==> src/rtl/tt_pchri03_pkg.sv <==
// Shared definitions for the tt_um_pchri03 top: arbiter state encoding,
// uio pin width and the owner-index width helper.
package tt_pchri03_pkg;

    localparam int UIO_W = 8;

    typedef enum logic [1:0] {
        IDLE  = 2'd0,
        GRANT = 2'd1,
        TURN  = 2'd2
    } arb_state_t;

    // Kept at least 1 bit wide so a 1-requester build still elaborates.
    function automatic int owner_w(input int num_req);
        return (num_req > 1) ? $clog2(num_req) : 1;
    endfunction

endpackage

==> src/rtl/uio_bus_arbiter_rr_picker.sv <==
// Combinational round-robin picker: searches upward from last_owner+1,
// wrapping, so last_owner itself has the lowest priority.
module rr_picker
    import tt_pchri03_pkg::*;
#(
    parameter int NUM_REQ = 4,
    parameter int OWNER_W = owner_w(NUM_REQ)
) (
    input  logic [NUM_REQ-1:0] req,
    input  logic [OWNER_W-1:0] last_owner,
    output logic               valid,
    output logic [OWNER_W-1:0] winner
);

    logic [OWNER_W-1:0] cand;

    // Walk from the lowest priority candidate to the highest so the last hit wins.
    always_comb begin
        valid  = 1'b0;
        winner = '0;
        cand   = '0;
        for (int i = NUM_REQ; i >= 1; i--) begin
            cand = OWNER_W'((int'(last_owner) + i) % NUM_REQ);
            if (req[cand]) begin
                valid  = 1'b1;
                winner = cand;
            end
        end
    end

endmodule

==> src/rtl/uio_bus_arbiter.sv <==
// Round-robin owner of the shared uio pin bank with a hold limit under
// contention and a tri-stated turnaround gap between owners.
module uio_bus_arbiter
    import tt_pchri03_pkg::*;
#(
    parameter int NUM_REQ    = 4,
    parameter int MAX_HOLD   = 16,
    parameter int TURNAROUND = 1
) (
    input  logic                     clk,
    input  logic                     rst_n,
    input  logic                     ena,
    input  logic [NUM_REQ-1:0]       req_i,
    input  logic [NUM_REQ*UIO_W-1:0] req_data_i,
    input  logic [NUM_REQ*UIO_W-1:0] req_oe_i,
    output logic [NUM_REQ-1:0]       grant_o,
    output logic                     busy_o,
    output logic [UIO_W-1:0]         uio_out,
    output logic [UIO_W-1:0]         uio_oe
);

    localparam int               OWNER_W   = owner_w(NUM_REQ);
    localparam int               HOLD_W    = $clog2(MAX_HOLD);
    localparam logic [HOLD_W-1:0] HOLD_LAST = HOLD_W'(MAX_HOLD - 1);
    localparam logic [2:0]       TURN_LAST = 3'(TURNAROUND - 1);

    arb_state_t         state, state_next;
    logic [OWNER_W-1:0] last_owner, owner_next;
    logic [HOLD_W-1:0]  hold_cnt, hold_next;
    logic [2:0]         turn_cnt, turn_next;
    logic               arbitrate;
    logic               pick_valid;
    logic [OWNER_W-1:0] pick;
    logic               others_req;
    logic [UIO_W-1:0]   data_arr [NUM_REQ];
    logic [UIO_W-1:0]   oe_arr   [NUM_REQ];

    // While in GRANT the current owner is always last_owner.
    assign others_req = |(req_i & ~(NUM_REQ'(1) << last_owner));
    assign busy_o     = (state != IDLE);

    for (genvar k = 0; k < NUM_REQ; k++) begin : g_unpack
        assign data_arr[k] = req_data_i[k*UIO_W +: UIO_W];
        assign oe_arr[k]   = req_oe_i[k*UIO_W +: UIO_W];
    end

    rr_picker #(
        .NUM_REQ (NUM_REQ),
        .OWNER_W (OWNER_W)
    ) u_picker (
        .req        (req_i),
        .last_owner (last_owner),
        .valid      (pick_valid),
        .winner     (pick)
    );

    always_comb begin
        state_next = state;
        owner_next = last_owner;
        hold_next  = hold_cnt;
        turn_next  = turn_cnt;
        arbitrate  = 1'b0;
        case (state)
            IDLE: arbitrate = 1'b1;
            GRANT: begin
                if (!ena) begin
                    state_next = IDLE;
                end else if (!req_i[last_owner] || (hold_cnt == HOLD_LAST && others_req)) begin
                    if (TURNAROUND == 0) begin
                        arbitrate = 1'b1;
                    end else begin
                        state_next = TURN;
                        turn_next  = '0;
                    end
                end else if (hold_cnt != HOLD_LAST) begin
                    hold_next = hold_cnt + 1'b1;
                end
            end
            TURN: begin
                if (!ena) begin
                    state_next = IDLE;
                end else if (turn_cnt == TURN_LAST) begin
                    arbitrate = 1'b1;
                end else begin
                    turn_next = turn_cnt + 3'd1;
                end
            end
            default: state_next = IDLE;
        endcase
        // A TURN exit hands over directly, without passing through IDLE.
        if (arbitrate) begin
            if (ena && pick_valid) begin
                state_next = GRANT;
                owner_next = pick;
                hold_next  = '0;
            end else begin
                state_next = IDLE;
            end
        end
    end

    always_ff @(posedge clk or negedge rst_n) begin
        if (!rst_n) begin
            state      <= IDLE;
            last_owner <= OWNER_W'(NUM_REQ - 1);
            hold_cnt   <= '0;
            turn_cnt   <= '0;
            grant_o    <= '0;
            uio_out    <= '0;
            uio_oe     <= '0;
        end else begin
            state      <= state_next;
            last_owner <= owner_next;
            hold_cnt   <= hold_next;
            turn_cnt   <= turn_next;
            if (state_next == GRANT) begin
                grant_o <= NUM_REQ'(1) << owner_next;
                uio_out <= data_arr[owner_next];
                uio_oe  <= oe_arr[owner_next];
            end else begin
                grant_o <= '0;
                uio_out <= '0;
                uio_oe  <= '0;
            end
        end
    end

endmodule

==> config.mk <==
export PLATFORM = sky130hd
export DESIGN_NAME = uio_bus_arbiter
export DESIGN_NICKNAME = d
export VERILOG_FILES = /design/src/rtl/tt_pchri03_pkg.sv /design/src/rtl/uio_bus_arbiter_rr_picker.sv /design/src/rtl/uio_bus_arbiter.sv
export SDC_FILE = /design/constraint.sdc
export NUM_CORES = 1
export LEC_CHECK = 0
export BUFFER_PORTS_ARGS = -buffer_cell sky130_fd_sc_hd__buf_2
export CORE_MARGIN = 2
export CORE_UTILIZATION = 46
export DETAILED_ROUTE_END_ITERATION = 7
export GPL_ROUTABILITY_DRIVEN = 1
export PLACE_DENSITY = 0.87
export SETUP_SLACK_MARGIN = 0.3
export SYNTH_ARGS = -nofsm -noshare
export SYNTH_HDL_FRONTEND = slang
export SYNTH_SLANG_ARGS = --single-unit
==> constraint.sdc <==
create_clock -name clk -period 3.6 [get_ports clk]
set_input_delay 1.08 -clock clk [delete_from_list [all_inputs] [get_ports clk]]
set_output_delay 1.08 -clock clk [all_outputs]
set_load 0.03 [all_outputs]
==> results of run 1 <==
-- final timing paths --
kind                                to  slack (ns)  cells past startpoint
setup / recovery             uio_oe[7]        0.54                      8
hold / removal             turn_cnt[1]        0.52                      2
setup reg to reg             uio_oe[7]        0.54                      8
hold reg to reg            turn_cnt[1]        0.52                      2
max in group asynchronous  turn_cnt[1]        2.33                      1
min in group asynchronous   uio_out[2]        0.84                      1
-- area by class of cell --
type | count | share of cell area
well taps | 50 | 0.0256
clock buffers | 8 | 0.0409
repair buffers | 91 | 0.186
flip-flops and latches | 31 | 0.318
multi-input cells | 123 | 0.421
inverters | 5 | 0.00768
-- metal layers --
layer  up-vias  wire (µm)  track usage
met3         5        273       0.0444
met2        67       2240        0.357
li1        829          -            -
met5         -          0            0
met1       785       1680        0.231
met4         0         59       0.0675
-- critical path: cells and delay by family, from the launching register on --
| kind | cells | cell delay (ns) |
|---|---|---|
| muxes | 2 | 0.74 |
| adders and majority gates | 1 | 0.41 |
| AOI/OAI and AO/OA | 3 | 0.73 |
| and+or+nand+nor | 1 | 0.16 |
| buffers and inverters | 1 | 0.16 |
| DFF | 1 | 0.67 |
-- registers in the layout, summed over array words and instances (netlist names) --
signal	flops
turn_cnt	3
state	2
uio_oe	8
last_owner	2
hold_cnt	4
grant_o	4
uio_out	8
-- logic make-up (layout without fill, tap and decap cells) --
family / after synthesis / after routing / synth area share
simple gates: 39 / 39 / 0.126
buf+inv: 16 / 104 / 0.0547
fa+ha+maj: 7 / 7 / 0.0462
xor+xnor: 2 / 2 / 0.00924
mux: 8 / 8 / 0.0640
flops: 31 / 31 / 0.410
compound gates: 67 / 67 / 0.290
-- stage by stage --
stage | power (mW) | cells | hold slack [ns] | worst slack, ns | instance area [µm²]
2_1_floorplan | 1.55 | 170 | 0.475 | 0.913 | 1900
3_3_place_gp | 1.77 | 300 | 0.506 | 0.537 | 2340
3_5_place_dp | 1.80 | 300 | 0.510 | 0.420 | 2340
4_1_cts | 2.10 | 308 | 0.523 | 0.511 | 2440
5_1_grt | 2.24 | 308 | 0.565 | 0.314 | 2440
6_report | 2.08 | 308 | 0.516 | 0.542 | 2440
-- cells in the final DEF, fill, tap and decap left out, types with 2 or more instances in the layout --
cell	synthesis	routed
buf_2	4	91
dfrtp_1	29	29
a21oi_1	21	21
a22oi_1	16	16
a221oi_2	13	13
nand2b_1	9	9
ha_1	7	7
clkbuf_8	0	7
inv_1	5	5
nand2_1	5	5
nor2_1	5	5
o21ai_0	5	5
mux2i_1	5	5
a221oi_1	4	4
or2_2	3	3
nor2b_1	3	3
nand3_1	2	2
nand3b_1	2	2
mux4_2	2	2
xor2_1	2	2
o21ai_4	0	2
and2_1	2	2
dfstp_2	2	2
-- power groups by stage --
stage / Sequential, mW / Combinational (mW) / Clock [mW]
3_5_place_dp: 0.594 / 1.21 / 0
5_1_grt: 0.609 / 1.33 / 0.310
6_report: 0.586 / 1.21 / 0.288
2_1_floorplan: 0.783 / 0.765 / 0
3_3_place_gp: 0.588 / 1.18 / 0
4_1_cts: 0.589 / 1.22 / 0.297
==> results.md, run 1 <==
- Antenna Cells: 0
- Maximum VDD drop: between 400 and 500 µV
- # fillers: 344
- Worst-path fanout max: 37
- Final Max Tran Viols: 0
- Clk pwr share: 0.139
- Post-route ant nets: 0
- Worst-skew pair later-pin latency: 0.27 ns
- Drt wl/cell: approximately 14 µm
- Count of warnings emitted by yosys: 0
- Final setup TNS: 0 ns
- FF+latch count, synth: 31
- Multi-input gate area: 1030 µm²
- Global-route wire length before repair: 6.93 mm
- Worst path max stage delay: 0.67 ns
- Switching Power: 948 µW
- DRC viols: 0
- Synth Instances: 170
- Register area share after synthesis: 0.410
- Worst Setup Start Kind: flip-flop
- Leak: 1.22 nW
- Setup crit start: last_owner[0]
- Post-synth ARST share: 1.00
- Maxcap violations: 0
- Crit share post-route: 0.849
- Int Pwr: 1.13 mW
- Fin nets: 335
- Arrival @ worst endpoint: 3.16 ns
- Min-Delay Path Class: flip-flop to flip-flop
- Max Clock Skew: 0.00432 ns
- 1st-pass router iterations: 5
- Crit-path cells: inv_1 -> ha_1 -> mux4_2 -> nand2b_1 -> mux2i_1 -> o21ai_4 -> a221oi_1 -> a21oi_1
- Postcts setup bufs: 0
- Hold path start: turn_cnt[1]
- IO Count: 92
- Sequential Area: 778 µm²
- Synth cell count leaders: 29 x dfrtp_1, 21 x a21oi_1, 16 x a22oi_1, 13 x a221oi_2, 9 x nand2b_1
- Die Ht: slightly below 70 µm
- Unique cell type count in the Yosys netlist: 40
- Post-DP HPWL: 3.18 mm
- Gr usage total: 0.198
- Final Hold Vio Count: 0
- Synthesized area per cell: between 10 and 15 µm²
- CTS tree: yes
- Clk root buf: clkbuf_8
- Number of synthesized flops with an enable pin: 0
- Crit end category: flip-flop
- F_max: ~330 MHz
- GP Congestion: 0.762
- Cell with the most instances after synthesis: dfrtp_1
- PortBufs: 91
- Rel. slew slack: 0.298
- Worst Setup Path Type: flip-flop to flip-flop
- Core box area: 3970 µm²
- CTS max path bufs: 2
- Initial core utilization: 0.478
- Final setup viols: 0
- Fin util: 0.616
- Die W: 68.2 µm
- Top FF cell, synth: dfrtp_1
- CTS Hold Bufs: 0
- Combinational power share: 0.580
- Die ar.: 4650 µm²
- P per Cell Area: between 800 and 900 nW/µm²
- RSZ-0062 raised after global routing: false
- Worst EP required: around 3.7 ns
- Cell row count: 23
- Grt ovf: 0
- Worst r2r src: last_owner[0]
- Top post-synthesis cells by area: dfrtp_1 38%, a221oi_2 10%, a22oi_1 6.3%
- Total wire length: between 4 and 5 mm
- Pin count of the biggest net entering global routing: 38
- Area grow syn2layout: 28.9%
- Sequential share of power: 0.282
- Post-CTS Resized: 0
- Number of CTS-inserted buffers: 5
- Clk sinks: 31
- Period minus WS final: slightly above 3 ns
- Synth area leader: dfrtp_1
- DR vias: 1686
- Synthesized area: 1900 µm²
- Slowest cell on crit path: dfstp_2
- Clock-pin transition on the worst setup and hold timing paths: ~0.06 ns
- Status: completed
- Share of cells above drive strength 1: 0.473
- Vias/cell: 5.47
- Vias in the first global route: 1609
- Slew @ Worst Pin: 1.05 ns
- CTS H-tree depth: 2
- Switching Fraction: 0.456
- Syn nets: 248
- Area share of the largest cell type after synthesis: 0.383
- Number of DRC markers in iteration 0: 70
- Initial antenna violation count: 0
Note: power is estimated with default switching activity, not from simulation.
==> inputs of run 2 (changes only) <==
clock period = 3.2 ns   (was 3.6 ns; I/O delays follow)
==> results.md, run 2 (synthesized netlist as in run 1, its figures left out) <==
- Status: completed
- Multi-input gate area: 1090 µm²
- Combinational power share: 0.620
- Crit end category: flip-flop
- Clk pwr share: 0.130
- Most common cell after layout, fill and taps aside: buf_2
- Die W: slightly below 70 µm
- Slew @ Worst Pin: between 0.8 and 0.9 ns
- Worst Setup Path Type: flip-flop to flip-flop
- Total wire length: 5.22 mm
- CTS max path bufs: 2
- DRC viols: 0
- Vias/cell: 5.65
- Number of CTS-inserted buffers: 5
- Worst Setup Start Kind: flip-flop
- Switching Fraction: 0.463
- Switching Power: 1.19 mW
- Sequential Area: 778 µm²
- Max Clock Skew: 0.00359 ns
- Die ar.: between 4000 and 5000 µm²
- Min-Delay Path Class: flip-flop to flip-flop
- Global-route wire length before repair: between 7 and 8 mm
- Cell row count: 23
- Rel. slew slack: 0.436
- GP Congestion: 0.726
- Final setup TNS: 0 ns
- Clock-pin transition on the worst setup and hold timing paths: 0.06 ns
- Final setup viols: 0
- Period minus WS final: 2.74 ns
- Worst-skew pair later-pin latency: 0.28 ns
- Antenna Cells: 0
- P per Cell Area: 1000 nW/µm²
- Area grow syn2layout: 34.7%
- Grt ovf: 0
- PortBufs: 91
- CTS tree: yes
- Worst EP required: roughly 3.3 ns
- Largest regs: uio_oe (8), uio_out (8)
- Final Hold Vio Count: 0
- Leak: 1.25 nW
- Die Ht: 68.2 µm
- RSZ-0062 raised after global routing: false
- Vias in the first global route: 1675
- Core box area: 3970 µm²
- Maximum VDD drop: 580 µV
- Arrival @ worst endpoint: 2.86 ns
- Commonest non-fill, non-tap cells in the layout: 91 x buf_2, 29 x dfrtp_1, 21 x a21oi_1, 16 x a22oi_1, 13 x a221oi_2
- Initial core utilization: 0.478
- Worst hold slack: 0.513 ns
- CTS H-tree depth: 2
- Post-DP HPWL: 3.27 mm
- IO Count: between 90 and 100
- Post-route ant nets: 0
- Pin count of the biggest net entering global routing: 35
- CTS Hold Bufs: 0
- Sequential share of power: 0.251
- Drt wl/cell: 16.6 µm
- F_max: 365 MHz
- Fin nets: 342
- # fillers: 331
- Int Pwr: approximately 1.4 mW
- Maxcap violations: 0
- Clk root buf: clkbuf_8
- Initial antenna violation count: 0
- Clk sinks: 31
- Gr usage total: 0.226
- Share of cells above drive strength 1: 0.502
- Number of DRC markers in iteration 0: 51
- Worst-path fanout max: 17
- Crit share post-route: 0.857
- Final Max Tran Viols: 0
- 1st-pass router iterations: 4
- DR vias: 1779
run 2: area by class of cell:
| type | instances | share of cell area |
|---|---|---|
| clock buffer | 8 | 0.0392 |
| sequential | 31 | 0.305 |
| tap | 50 | 0.0245 |
| inverter | 5 | 0.00881 |
| timing repair buffer | 96 | 0.198 |
| multi-input combinational | 125 | 0.425 |
run 2: power groups by stage:
stage,clock [mW],combinational [mW],sequential [mW]
floorplan,0,0.861,0.881
global placement,0,1.36,0.640
detailed placement,0,1.40,0.647
CTS,0.341,1.50,0.641
global route,0.360,1.73,0.663
finish,0.333,1.59,0.643
run 2: timing repair:
item / in CTS / in global routing
buffers inserted: 2 / 1
endpoints found under the hold margin: 0 / 0
pin swaps: 0 / 1
cloned: 1 / 1
gates resized for setup: 1 / 6
setup endpoints to repair: 13 / 16
run 2: path summary, 6_finish.rpt:
kind / start / end / slack, ns / cells after the start
max: last_owner[1] / uio_oe[0] / 0.46 / 9
min: turn_cnt[1] / turn_cnt[1] / 0.51 / 2
max reg2reg: last_owner[1] / uio_oe[0] / 0.46 / 9
min reg2reg: turn_cnt[1] / turn_cnt[1] / 0.51 / 2
max in group asynchronous: rst_n / uio_oe[1] / 2.05 / 1
min in group asynchronous: rst_n / uio_out[1] / 0.71 / 1
run 2: critical path, stage by stage, from the launching register on:
cell and delay (ns):
dfstp_2 0.61, clkinvlp_4 0.15, ha_4 0.31, mux4_2 0.48
nand2b_1 0.21, mux2i_4 0.25, o21ai_4 0.11, buf_12 0.17
a221oi_1 0.22, a21oi_1 0.07
run 2: layer usage:
metal | up-vias | track usage | wire, µm
met5 | - | 0 | 0
met4 | 0 | 0.0725 | 76
met3 | 11 | 0.0641 | 322
met2 | 71 | 0.386 | 2720
met1 | 849 | 0.275 | 2100
li1 | 848 | - | -
run 2: per-stage QoR:
step / power (mW) / area, µm² / cells / setup slack, ns / utilization
2_1_floorplan: 1.74 / 1900 / 170 / 0.583 / -
3_3_place_gp: 2.00 / 2360 / 302 / 0.242 / 0.594
3_5_place_dp: 2.04 / 2360 / 302 / 0.139 / 0.594
4_1_cts: 2.49 / 2500 / 313 / 0.311 / 0.629
5_1_grt: 2.75 / 2550 / 315 / 0.291 / 0.643
6_report: 2.57 / 2550 / 315 / 0.459 / 0.643
==> inputs of run 3 (changes only) <==
CTS_CLUSTER_SIZE = 30   (was not set)
PLACE_DENSITY = 0.8   (was 0.87)
==> results.md, run 3 (synthesized netlist as in run 1, its figures left out) <==
- Worst-path fanout max: 19
- Crit end category: flip-flop
- Slew @ Worst Pin: 0.968 ns
- Leak: 1.24 nW
- F_max: roughly 370 MHz
- CTS Hold Bufs: 0
- R2R depth: 9
- Total wire length: roughly 4.7 mm
- Worst EP required: approximately 3.3 ns
- DR vias: 1761
- Clock-pin transition on the worst setup and hold timing paths: around 0.06 ns
- Final setup TNS: 0 ns
- Clk root buf: clkbuf_8
- Number of CTS-inserted buffers: 5
- Final setup viols: 0
- Die ar.: roughly 4700 µm²
- Area grow syn2layout: 32.5%
- Post-DP HPWL: 3.15 mm
- Tot Pwr: ~2.5 mW
- CTS max path bufs: 2
- Largest regs: uio_oe (8), uio_out (8)
- Most common cell after layout, fill and taps aside: buf_2
- P per Cell Area: 988 nW/µm²
- Final Hold Vio Count: 0
- Pin count of the biggest net entering global routing: 35
- Fin util: 0.633
- Post-route ant nets: 0
- Worst-skew pair later-pin latency: 0.29 ns
- Clk pwr share: 0.137
- Die Ht: 68.2 µm
- Fin nets: 340
- Int Pwr: 1.35 mW
- Drt wl/cell: 15.0 µm
- Global-route wire length before repair: 7.13 mm
- Hold path cells: 2
- Number of DRC markers in iteration 0: 68
- Crit path buffers/inverters: 2
- PortBufs: a little over 90
- IO Count: 92
- Arrival @ worst endpoint: 2.83 ns
- Sequential share of power: 0.258
- Share of cells above drive strength 1: 0.494
- 1st-pass router iterations: 4
- Worst Setup Path Type: flip-flop to flip-flop
- Antenna Cells: 0
- Crit path depth: 9
- Slowest cell on crit path: dfstp_2
- Max Clock Skew: 0.00493 ns
- Gr usage total: 0.212
- Period minus WS final: 2.70 ns
- Maxcap violations: 0
- Worst Setup Start Kind: flip-flop
- DRC viols: 0
- Initial antenna violation count: 0
- Initial core utilization: 0.478
- Die W: 68.2 µm
- CTS tree: yes
- RSZ-0062 raised after global routing: false
- Crit-path cells: inv_2 -> ha_4 -> mux4_2 -> nand2b_1 -> mux2i_4 -> o21ai_4 -> buf_12 -> a221oi_1 -> a21oi_1
- Vias in the first global route: ~1.5k
- Cell row count: 23
- Crit share post-route: 0.844
- Min-Delay Path Class: flip-flop to flip-flop
- Clk sinks: 31
- Worst path max stage delay: 0.61 ns
- Maximum VDD drop: approximately 600 µV
- Switching Fraction: 0.456
- Core box area: 3970 µm²
- GP Congestion: 0.756
- Vias/cell: around 5.6
- Rel. slew slack: 0.338
- Final Max Tran Viols: 0
- Combinational power share: 0.606
- CTS H-tree depth: 2
- Commonest non-fill, non-tap cells in the layout: 91 x buf_2, 29 x dfrtp_1, 21 x a21oi_1, 16 x a22oi_1, 13 x a221oi_2
- Switching Power: approximately 1.1 mW
- Delay-heaviest family, CP: multiplexers
- Grt ovf: 0
- Status: completed
[run 3: changes by cell type in the layout (fill, tap and decap cells not counted)]
cell        previous run  this run
clkinvlp_4             1         0
inv_2                  0         1
buf_4                  4         3
o2111ai_2              1         0
o21ai_4                3         1
o21ai_2                1         2
o2111ai_1              0         1
[run 3: cell type report]
| type | count | area (µm²) |
|---|---|---|
| sequential | 31 | 778 |
| multi-input combinational | 124 | 1060 |
| fill | 332 | 1460 |
| clock buffer | 8 | 100 |
| timing repair buffer | 95 | 498 |
| tap | 50 | 62.6 |
| inverter | 5 | 18.8 |
[run 3: metrics by stage]
stage / hold slack [ns] / worst slack, ns / cells / area (µm²)
final: 0.520 / 0.500 / 313 / 2510
after global routing: 0.582 / 0.347 / 313 / 2510
after CTS: 0.529 / 0.370 / 313 / 2500
after detailed placement: 0.514 / 0.241 / 303 / 2360
after global placement: 0.517 / 0.345 / 303 / 2360
after floorplan: 0.475 / 0.583 / 170 / 1900
[run 3: final timing paths]
kind / start / endpoint / slack, ns
worst max-delay path: last_owner[1] / uio_oe[7] / 0.50
worst min-delay path: turn_cnt[1] / turn_cnt[1] / 0.52
worst max register to register: last_owner[1] / uio_oe[7] / 0.50
worst min register to register: turn_cnt[1] / turn_cnt[1] / 0.52
max in group asynchronous: rst_n / uio_oe[1] / 2.04
min in group asynchronous: rst_n / uio_out[0] / 0.71
[run 3: tightest hold or removal path, cell delays in order (launching register included)]
cell,delay (ns)
dfrtp_1,0.36
nand2_1,0.05
o21ai_0,0.07
[run 3: power groups by stage]
stage          clock network (mW)  registers, mW  logic [mW]
2_1_floorplan                   0          0.881       0.861
5_1_grt                     0.363          0.657        1.64
3_3_place_gp                    0          0.642        1.36
3_5_place_dp                    0          0.645        1.39
6_report                    0.340          0.639        1.50
4_1_cts                     0.350          0.639        1.49
[run 3: what timing repair did]
item                                   CTS  global route
resized for setup                        2             3
gates cloned                             1             0
endpoints found under the hold margin    0             0
setup endpoints to repair                5            14
buffers inserted                         1             0
[run 3: routing by layer]
metal,global-route usage,up-vias,wire [µm]
met5,0,-,0
met4,0.0975,0,83
met3,0.0477,4,304
met2,0.319,69,2220
met1,0.291,845,2080
li1,-,843,-
